**src/rtl/digital_pll_pkg.sv**
```systemverilog
`default_nettype none
// ============================================================================
// Module   : digital_pll_pkg
// Brief    : Shared constants, types and helpers for the digital PLL slice
//            (controller, trim weighting and DCO model).
// Revision : 1.0 - initial release
// ============================================================================
package digital_pll_pkg;

    // Width of the controller -> oscillator trim bus.
    localparam int TRIM_W   = 26;
    // Bits needed to hold a count of 0..TRIM_W set trim bits.
    localparam int WEIGHT_W = $clog2(TRIM_W + 1);

    // Oscillator operating mode; selected directly by the enable input.
    typedef enum logic {
        DCO_IDLE = 1'b0,
        DCO_RUN  = 1'b1
    } dco_state_e;

    // Number of set bits in a trim word; bit position carries no weight.
    function automatic logic [WEIGHT_W-1:0] popcount(input logic [TRIM_W-1:0] v);
        logic [WEIGHT_W-1:0] n;
        n = '0;
        for (int i = 0; i < TRIM_W; i++) begin
            n = n + WEIGHT_W'(v[i]);
        end
        return n;
    endfunction

endpackage : digital_pll_pkg
`default_nettype wire

```
**src/rtl/pll_trim_weight.sv**
```systemverilog
`default_nettype none
// ============================================================================
// Module   : pll_trim_weight
// Brief    : Combinational trim weighting - counts the set bits of the
//            registered trim word (0..TRIM_W).
// Revision : 1.0 - initial release
// ============================================================================
module pll_trim_weight
    import digital_pll_pkg::*;
#(
    parameter int TRIM_W   = digital_pll_pkg::TRIM_W,
    parameter int WEIGHT_W = $clog2(TRIM_W + 1)
) (
    input  logic [TRIM_W-1:0]   i_trim_q,
    output logic [WEIGHT_W-1:0] o_weight
);

    if (TRIM_W == digital_pll_pkg::TRIM_W) begin : g_pkg_popcount
        // Default bus width: reuse the shared helper.
        assign o_weight = WEIGHT_W'(popcount(i_trim_q));
    end else begin : g_generic_popcount
        logic [WEIGHT_W-1:0] w_count;

        // Non-default bus width: count set bits with a local loop.
        always_comb begin
            w_count = '0;
            for (int i = 0; i < TRIM_W; i++) begin
                w_count = w_count + WEIGHT_W'(i_trim_q[i]);
            end
        end

        assign o_weight = w_count;
    end

endmodule : pll_trim_weight
`default_nettype wire

```
**config.mk**
```make
export PLATFORM = sky130hd
export DESIGN_NAME = pll_trim_weight
export DESIGN_NICKNAME = d
export VERILOG_FILES = /design/src/rtl/digital_pll_pkg.sv /design/src/rtl/pll_trim_weight.sv
export SDC_FILE = /design/constraint.sdc
export NUM_CORES = 1
export LEC_CHECK = 0
export BUFFER_PORTS_ARGS = -buffer_cell sky130_fd_sc_hd__buf_2
export CAP_MARGIN = 20
export CORE_MARGIN = 1
export CORE_UTILIZATION = 45
export DETAILED_ROUTE_END_ITERATION = 12
export PLACE_DENSITY_LB_ADDON = 0.25
export SLEW_MARGIN = 10
export SYNTH_ARGS = -nofsm -noshare
export SYNTH_HDL_FRONTEND = slang
export SYNTH_SLANG_ARGS = --single-unit
```
**constraint.sdc**
```tcl
create_clock -name vclk -period 6.55
set_input_delay 0.3275 -clock vclk [all_inputs]
set_output_delay 0.3275 -clock vclk [all_outputs]
set_load 0.02 [all_outputs]
```
==> Yosys cells after proc, flatten, opt, wreduce, memory -nomap -nowiden <==
Index checks and enable logic that the tools add are counted.
{ "totals": {"ff_bits": 0, "in_bits": 26, "word_cells": 25} }
{ "classes": {"n_addsub": 25} }
{ "op_table": {"columns": ["operator", "count"], "rows": [
  ["adder 5 x 1 -> 5 bit", 21],
  ["adder 4 x 1 -> 5 bit", 1],
  ["adder 3 x 1 -> 4 bit", 1],
  ["adder 2 x 1 -> 3 bit", 1],
  ["adder 1 x 1 -> 2 bit", 1]
]} }

==> Longest topological paths before layout <==
Gate-level depths: netlist of run 1.
{ "logic_depth": {"depth_word": 25, "ltp_mapped": 15, "mapped_depth_nobuf": 15} }

==> Least setup slack after synthesis of run 1 <==
Ideal clock, no wire load.
{ "synth_timing": {"path_type": "input port to output port", "from": "in i_trim_q[17]", "to": "out o_weight[4]", "t_arrival_ns": 4.463, "slack_ns": 1.760, "path_stages": 15, "n_path_buf": 0, "path_cell_list": "fa_1 -> inv_1 -> fa_1 -> inv_1 -> fa_1 -> inv_1 -> fa_1 -> fa_1 -> fa_1 -> inv_1 -> ha_1 -> fa_1 -> a21o_1 -> a21oi_2 -> xnor2_1"} }
{ "synth_via": {"elab_chain_len": 9} }
{ "synth_rtl": {"columns": ["element", "line", "source"], "rows": [
  ["start, declared", "pll_trim_weight.sv:14", "input logic [TRIM_W-1:0] i_trim_q,"],
  ["adder 5 x 1 -> 5 bit (9 in series)", "digital_pll_pkg.sv:26", "n = n + WEIGHT_W'(v[i]);"],
  ["end, declared", "pll_trim_weight.sv:15", "output logic [WEIGHT_W-1:0] o_weight"]
]} }
No other way between the ends.

==> Worst setup path in the final report of run 1 <==
{ "layout_timing": {"from": "in i_trim_q[0]", "to": "out o_weight[4]"} }
{ "layout_via": {"elab_chain_len": 25} }
{ "layout_rtl": {"columns": ["element", "line"], "rows": [
  ["adder 1 x 1 -> 2 bit", "digital_pll_pkg.sv:26"],
  ["adder 2 x 1 -> 3 bit", "digital_pll_pkg.sv:26"],
  ["adder 3 x 1 -> 4 bit", "digital_pll_pkg.sv:26"],
  ["adder 4 x 1 -> 5 bit", "digital_pll_pkg.sv:26"],
  ["adder 5 x 1 -> 5 bit (21 in series)", "digital_pll_pkg.sv:26"]
]} }
No other way between the ends.

==> flow_metrics.py, run 1 <==
metrics = {
    "critical_path": {
        "crit_path_end_kind": "primary output",
        "critical_path_class": "in -> out",
        "startpoint_type": "input pin",
        "worstPathArrival_ns": 4.71,
        "crit_required_ns": 6.22,
        "crit_slowest_cell": "fa_1",
        "cp_max_fo": 2,
        "max_stage_delay_ns": 0.54,
        "cp_num_cells": 15,
        "path_delay_family": "adder cells",
        "cpMostUsedCell": "fa_1",
        "cp_num_buf_inv": 4,
        "crit_chain": "buf_2 > fa_1 > inv_1 > fa_1 > fa_1 > fa_1 > fa_1 > fa_1 > inv_1 > ha_1 > fa_1 > a21o_1 > a21oi_2 > xnor2_1 > buf_2",
    },
    "timing": {
        "finalMaxSlewViolations": 0,
        "fin_tns_setup_ns": 0,
        "timing.fmax_ghz": 0.198,
        "period_needed_ns": 5.04,
        "rsz0062_at_grt": "false",
        "max-slew-margin-rel_pct": 89.7,
        "finalSetupViolCount": 0,
        "finalHoldViolCount": 0,
        "worstMarginPinSlew_ns": 0.155,
        "period_share_pct": 76.9,
    },
    "yosys": {
        "synth_seq_area_share_pct": 0,
        "synthesis.nets": 114,
        "yosys.area.top_type": "fa_1",
        "netlist.area_leader.share_pct": 57.3,
        "ys_top_cells_by_area": "fa_1 (57%), ha_1 (18%), inv_1 (16%)",
        "ys_warn_count": 0,
        "netlist_area_um2": 629,
        "synthTopCellsByCount": "inv_1 (27), fa_1 (18), ha_1 (9), a21o_1 (2), xnor2_1 (2)",
        "yosysMostFrequentCell": "inv_1",
        "synth_cell_types": 8,
        "synth_cells": 61,
        "postSynthAreaPerCell_um2": 10.3,
    },
    "floorplanning": {
        "die_h_um": 39.4,
        "start_util_pct": 48.4,
        "die_w_um": 39.4,
        "coreArea_um2": 1300,
        "io_pins": 31,
        "num_rows": 13,
        "die-area_um2": 1550,
    },
    "layout": {
        "final-instance-count-excl-fill": 107,
        "seqCellArea_um2": 0,
        "nFillCells": 133,
        "layout-drive-gt1-share_pct": 34.8,
        "design_area_um2": 803,
        "nFlopsAndLatches": 0,
        "synthToLayoutAreaGrowth_pct": 27.6,
        "utilization_pct": 61.7,
        "diodes": 0,
        "finalNetCount": 147,
        "nClkBuffers": 0,
    },
    "route": {
        "wl_per_cell_um": 8.24,
        "ant_nets": 0,
        "wl_um": 882,
        "drt-pass1-iter-count": 1,
        "vias_per_cell": 4.36,
        "drcViolationCount": 0,
        "num_vias": 467,
        "drtIter0Drc": 0,
    },
    "flow_run": {
        "max_cap_viol_count": 0,
    },
    "placement": {
        "gp_congestion": 0.638,
        "postPlaceCellArea_um2": 803,
        "io_buffers": 31,
        "dp.cells": 107,
        "hpwlAfterDp_um": 936,
    },
    "global_routing": {
        "grtUsageTotal_pct": 13.1,
        "grt_pass1_vias": 399,
        "grt_pass1_wl_um": 1400,
        "grt.overflow.total": 0,
        "antenna_found_initial": 0,
        "grt_max_degree": 4,
    },
    "worst_hold_path": {
        "min_path_cells": 3,
        "worstHoldPathType": "in -> out",
    },
    "clocking": {
        "post_cts_buffers": 0,
        "post_cts_resized": 0,
        "ctsHoldBuffers": 0,
    },
    "status": {
        "status": "finished clean",
    },
}
[cell usage in the layout, fill, tap and decap left out]
master / synthesis / layout
a21o_1: 2 / 2
a21oi_1: 1 / 1
xor2_1: 1 / 1
inv_1: 27 / 27
ha_1: 9 / 9
buf_2: 0 / 31
fa_1: 18 / 18
a21oi_2: 1 / 1
xnor2_1: 2 / 2
[cell families (layout without fill, tap and decap cells)]
logic type      count (synthesis)  in the layout  synth area share (%)
fa+ha+maj                      27             27                  75.2
compound gates                  4              4                  4.57
xor+xnor                        3              3                  4.18
buf+inv                        27             58                  16.1
[stage by stage]
step | setup WS [ns] | hold slack [ns]
floorplan | 1.76 | 0.865
CTS | 1.47 | 1.00
global route | 1.30 | 1.02
detailed placement | 1.47 | 1.00
finish | 1.51 | 0.996
global placement | 1.52 | 0.991
[area by class of cell]
type | instances | area (um2) | share of cell area [%]
Multi-Input combinational cell | 34 | 528 | 65.7
Timing Repair Buffer | 31 | 155 | 19.3
Inverter | 27 | 101 | 12.6
Tap cell | 15 | 18.8 | 2.34
[layer usage]
metal | share of wire [%] | wire length (um) | global-route usage [%]
met5 | 0 | 0 | 0
met4 | 0 | 0 | 0
met3 | 5.0 | 44 | 0
met2 | 60 | 529 | 28.7
met1 | 35 | 307 | 14.3
[final timing paths]
path | startpoint | to
min | i_trim_q[2] | o_weight[0]
max | i_trim_q[0] | o_weight[4]
[tightest hold or removal path: cells and delay by family]
kind | cells | cell delay [ns]
fa+ha+maj | 1 | 0.11
buf+inv | 2 | 0.23
Power of run 1 is not shown: default switching activity piles up to over one toggle a cycle in this logic, so the estimate is an artifact.
==> inputs of run 2 (changes only) <==
clock period = 4.6 ns   (was 6.55 ns; I/O delays follow)
==> flow_metrics.py, run 2 (same netlist as run 1, synthesis figures left out) <==
metrics = {
    "status": {
        "status": "complete, but fails checks",
        "violations": "negative setup slack",
    },
    "route": {
        "wl_um": 911,
        "ant_nets": 0,
        "num_vias": 493,
        "vias_per_cell": 4.52,
        "drcViolationCount": 0,
        "drt-pass1-iter-count": 2,
        "wl_per_cell_um": 8.36,
        "drtIter0Drc": 1,
    },
    "worst_hold_path": {
        "worstHoldPathType": "in -> out",
        "whs_endpoint": "o_weight[0]",
        "min_path_cells": 3,
        "hold_start": "i_trim_q[2]",
    },
    "critical_path": {
        "crit_path_end_kind": "primary output",
        "cpMostUsedCell": "fa_1",
        "worstPathArrival_ns": 4.48,
        "critPathLaunch": "i_trim_q[17]",
        "max_stage_delay_ns": 0.53,
        "critical_path_class": "in -> out",
        "crit_required_ns": 4.37,
        "startpoint_type": "input pin",
        "crit_chain": "buf_6 > fa_1 > inv_1 > fa_1 > inv_1 > fa_1 > inv_1 > fa_1 > fa_1 > fa_1 > inv_1 > ha_2 > fa_2 > a21o_1 > a21oi_2 > xnor2_1 > buf_4",
        "cp_max_fo": 2,
        "crit_slowest_cell": "fa_1",
    },
    "timing": {
        "finalMaxSlewViolations": 0,
        "timing.fmax_ghz": 0.212,
        "hold_slack_ns": 0.830,
        "period_share_pct": 102,
        "worstMarginPinSlew_ns": 0.176,
        "worst_slack_ns": -0.115,
        "period_needed_ns": 4.71,
        "fin_tns_setup_ns": -0.177,
        "rsz0062_at_grt": "true",
        "finalHoldViolCount": 0,
        "finalSetupViolCount": 2,
        "max-slew-margin-rel_pct": 88.3,
    },
    "global_routing": {
        "grt_max_degree": 4,
        "antenna_found_initial": 0,
        "grt_pass1_vias": 431,
        "grt.overflow.total": 0,
        "grt_pass1_wl_um": 1480,
        "grtUsageTotal_pct": 13.5,
    },
    "floorplanning": {
        "die_w_um": 39.4,
        "die-area_um2": 1550,
        "coreArea_um2": 1300,
        "num_rows": 13,
        "die_h_um": 39.4,
        "start_util_pct": 48.4,
        "io_pins": 31,
    },
    "placement": {
        "hpwlAfterDp_um": 884,
        "gp_congestion": 0.653,
        "dp_slack_ns": -0.259,
        "io_buffers": 31,
    },
    "layout": {
        "final_cell_mix": "inv_1 (26), buf_2 (26), fa_1 (17)",
        "finalNetCount": 149,
        "seqCellArea_um2": 0,
        "synthToLayoutAreaGrowth_pct": 34.6,
        "layout-drive-gt1-share_pct": 39.4,
        "nClkBuffers": 0,
        "nFlopsAndLatches": 0,
        "diodes": 0,
    },
    "flow_run": {
        "max_cap_viol_count": 0,
    },
    "clocking": {
        "ctsHoldBuffers": 0,
    },
}
run 2: metal layers:
metal	wire, um	vias up	GRT usage, %
li1	-	235	-
met1	278	242	15.9
met2	582	16	28.3
met3	51	0	0
met4	0	0	0
met5	0	-	0
run 2: area by class of cell:
| type | instances | area (um2) |
|---|---|---|
| multi-input cells | 34 | 533 |
| fillers | 113 | 454 |
| repair buffers | 33 | 194 |
| inverters | 27 | 101 |
| well taps | 15 | 18.8 |
run 2: worst max path at each step:
| stage | end | cells after the start | slack (ns) |
|---|---|---|---|
| 5_1_grt | o_weight[4] | 15 | -0.28 |
| 3_5_place_dp | o_weight[4] | 17 | -0.26 |
| 6_report | o_weight[4] | 17 | -0.11 |
| 4_1_cts | o_weight[4] | 17 | -0.19 |
| 2_1_floorplan | o_weight[4] | 15 | 0.005 |
| 3_3_place_gp | o_weight[4] | 17 | -0.21 |
run 2: metrics by stage:
| step | cells | area, um2 | util, % |
|---|---|---|---|
| after floorplan | 61 | 629 | - |
| after global placement | 108 | 811 | 62.3 |
| after detailed placement | 108 | 811 | 62.3 |
| after CTS | 109 | 842 | 64.7 |
| after global routing | 109 | 847 | 65.1 |
| final | 109 | 847 | 65.1 |
run 2: timing repair:
| action | 4_1_cts | 5_1_grt |
|---|---|---|
| cloned | 0 | 0 |
| pin swaps | 2 | 3 |
| gates resized for setup | 7 | 3 |
| endpoints found under the setup margin | 2 | 4 |
| setup buffers | 1 | 1 |
run 2: worst max-delay path: cells and delay by family:
kind | cells | cell delay (ns)
buffers and inverters | 6 | 0.44
adders and majority gates | 8 | 3.38
xor gates and xnor gates | 1 | 0.13
AOI/OAI and AO/OA | 2 | 0.31
Power of run 2 is left out for the same reason.
==> inputs of run 3 (changes only) <==
BUFFER_PORTS_ARGS = -buffer_cell sky130_fd_sc_hd__clkbuf_2   (was -buffer_cell sky130_fd_sc_hd__buf_2)
==> flow_metrics.py, run 3 (same netlist as run 1, synthesis figures left out) <==
metrics = {
    "status": {
        "status": "complete, but fails checks",
        "violations": "negative setup slack",
    },
    "timing": {
        "worstMarginPinSlew_ns": 0.133,
        "finalHoldViolCount": 0,
        "finalSetupViolCount": 1,
        "rsz0062_at_grt": "true",
        "hold_slack_ns": 0.841,
        "period_needed_ns": 4.76,
        "finalMaxSlewViolations": 0,
        "timing.fmax_ghz": 0.210,
        "period_share_pct": 103,
        "worst_slack_ns": -0.158,
        "max-slew-margin-rel_pct": 91.1,
    },
    "placement": {
        "gp_congestion": 0.625,
        "hpwlAfterDp_um": 900,
        "dp_slack_ns": -0.309,
        "io_buffers": 31,
    },
    "route": {
        "vias_per_cell": 4.44,
        "drcViolationCount": 0,
        "num_vias": 484,
        "wl_um": 921,
        "wl_per_cell_um": 8.45,
        "drtIter0Drc": 0,
        "ant_nets": 0,
        "drt-pass1-iter-count": 1,
    },
    "global_routing": {
        "grt_max_degree": 4,
        "grt_pass1_wl_um": 1480,
        "grtUsageTotal_pct": 13.9,
        "grt.overflow.total": 0,
        "antenna_found_initial": 0,
        "grt_pass1_vias": 411,
    },
    "worst_hold_path": {
        "worstHoldPathType": "in -> out",
    },
    "floorplanning": {
        "die_h_um": 39.4,
        "die_w_um": 39.4,
        "io_pins": 31,
        "start_util_pct": 48.4,
        "num_rows": 13,
        "coreArea_um2": 1300,
        "die-area_um2": 1550,
    },
    "layout": {
        "finalNetCount": 149,
        "nFlopsAndLatches": 0,
        "diodes": 0,
        "nClkBuffers": 0,
        "synthToLayoutAreaGrowth_pct": 35.8,
        "final_common_cell": "clkbuf_2",
        "final_cell_mix": "clkbuf_2 (27), inv_1 (25), fa_1 (17)",
        "seqCellArea_um2": 0,
        "layout-drive-gt1-share_pct": 41.5,
    },
    "clocking": {
        "ctsHoldBuffers": 0,
    },
    "critical_path": {
        "crit_required_ns": 4.37,
        "cp_max_fo": 2,
        "worstPathArrival_ns": 4.53,
        "critical_path_class": "in -> out",
        "crit_path_end_kind": "primary output",
        "startpoint_type": "input pin",
    },
    "flow_run": {
        "max_cap_viol_count": 0,
    },
}
-- run 3: worst max-delay path: stages --
cell     delay, ns
buf_6         0.09
fa_1          0.52
inv_1         0.05
fa_1          0.47
inv_1         0.05
fa_1          0.47
inv_1         0.05
fa_1          0.49
fa_1          0.44
fa_1          0.52
inv_2         0.05
ha_4          0.15
fa_2          0.34
a21o_1        0.18
a21oi_2       0.14
xnor2_1       0.13
buf_4         0.16
-- run 3: path summary, 6_finish.rpt --
path | to | from | cells past startpoint | slack [ns]
worst min-delay path | o_weight[0] | i_trim_q[2] | 3 | 0.84
worst max-delay path | o_weight[4] | i_trim_q[17] | 17 | -0.16
-- run 3: per-layer routing --
metal	vias up	part of all wire [%]	global-route usage (%)
li1	235	-	-
met1	233	36	16.4
met2	16	59	29.2
met3	0	5.2	0
met4	0	0	0
met5	-	0	0
-- run 3: final cells by class --
type                            instances  area (um2)
Inverter                               27         101
Fill cell                             124         447
Timing Repair Buffer                   33         188
Tap cell                               15        18.8
Multi-Input combinational cell         34         547
-- run 3: what timing repair did --
action | 4_1_cts | 5_1_grt
pin swaps | 2 | 6
buffers inserted | 0 | 1
resized for setup | 4 | 10
setup endpoints to repair | 2 | 4
-- run 3: metrics by stage --
step	instances	instance area [um2]	TNS (ns)	util [%]
global route	109	855	-0.429	65.7
CTS	108	821	-0.305	63.1
detailed placement	108	811	-0.405	62.3
floorplan	61	629	0	-
global placement	108	811	-0.260	62.3
finish	109	855	-0.158	65.7
Power of run 3 is left out for the same reason.
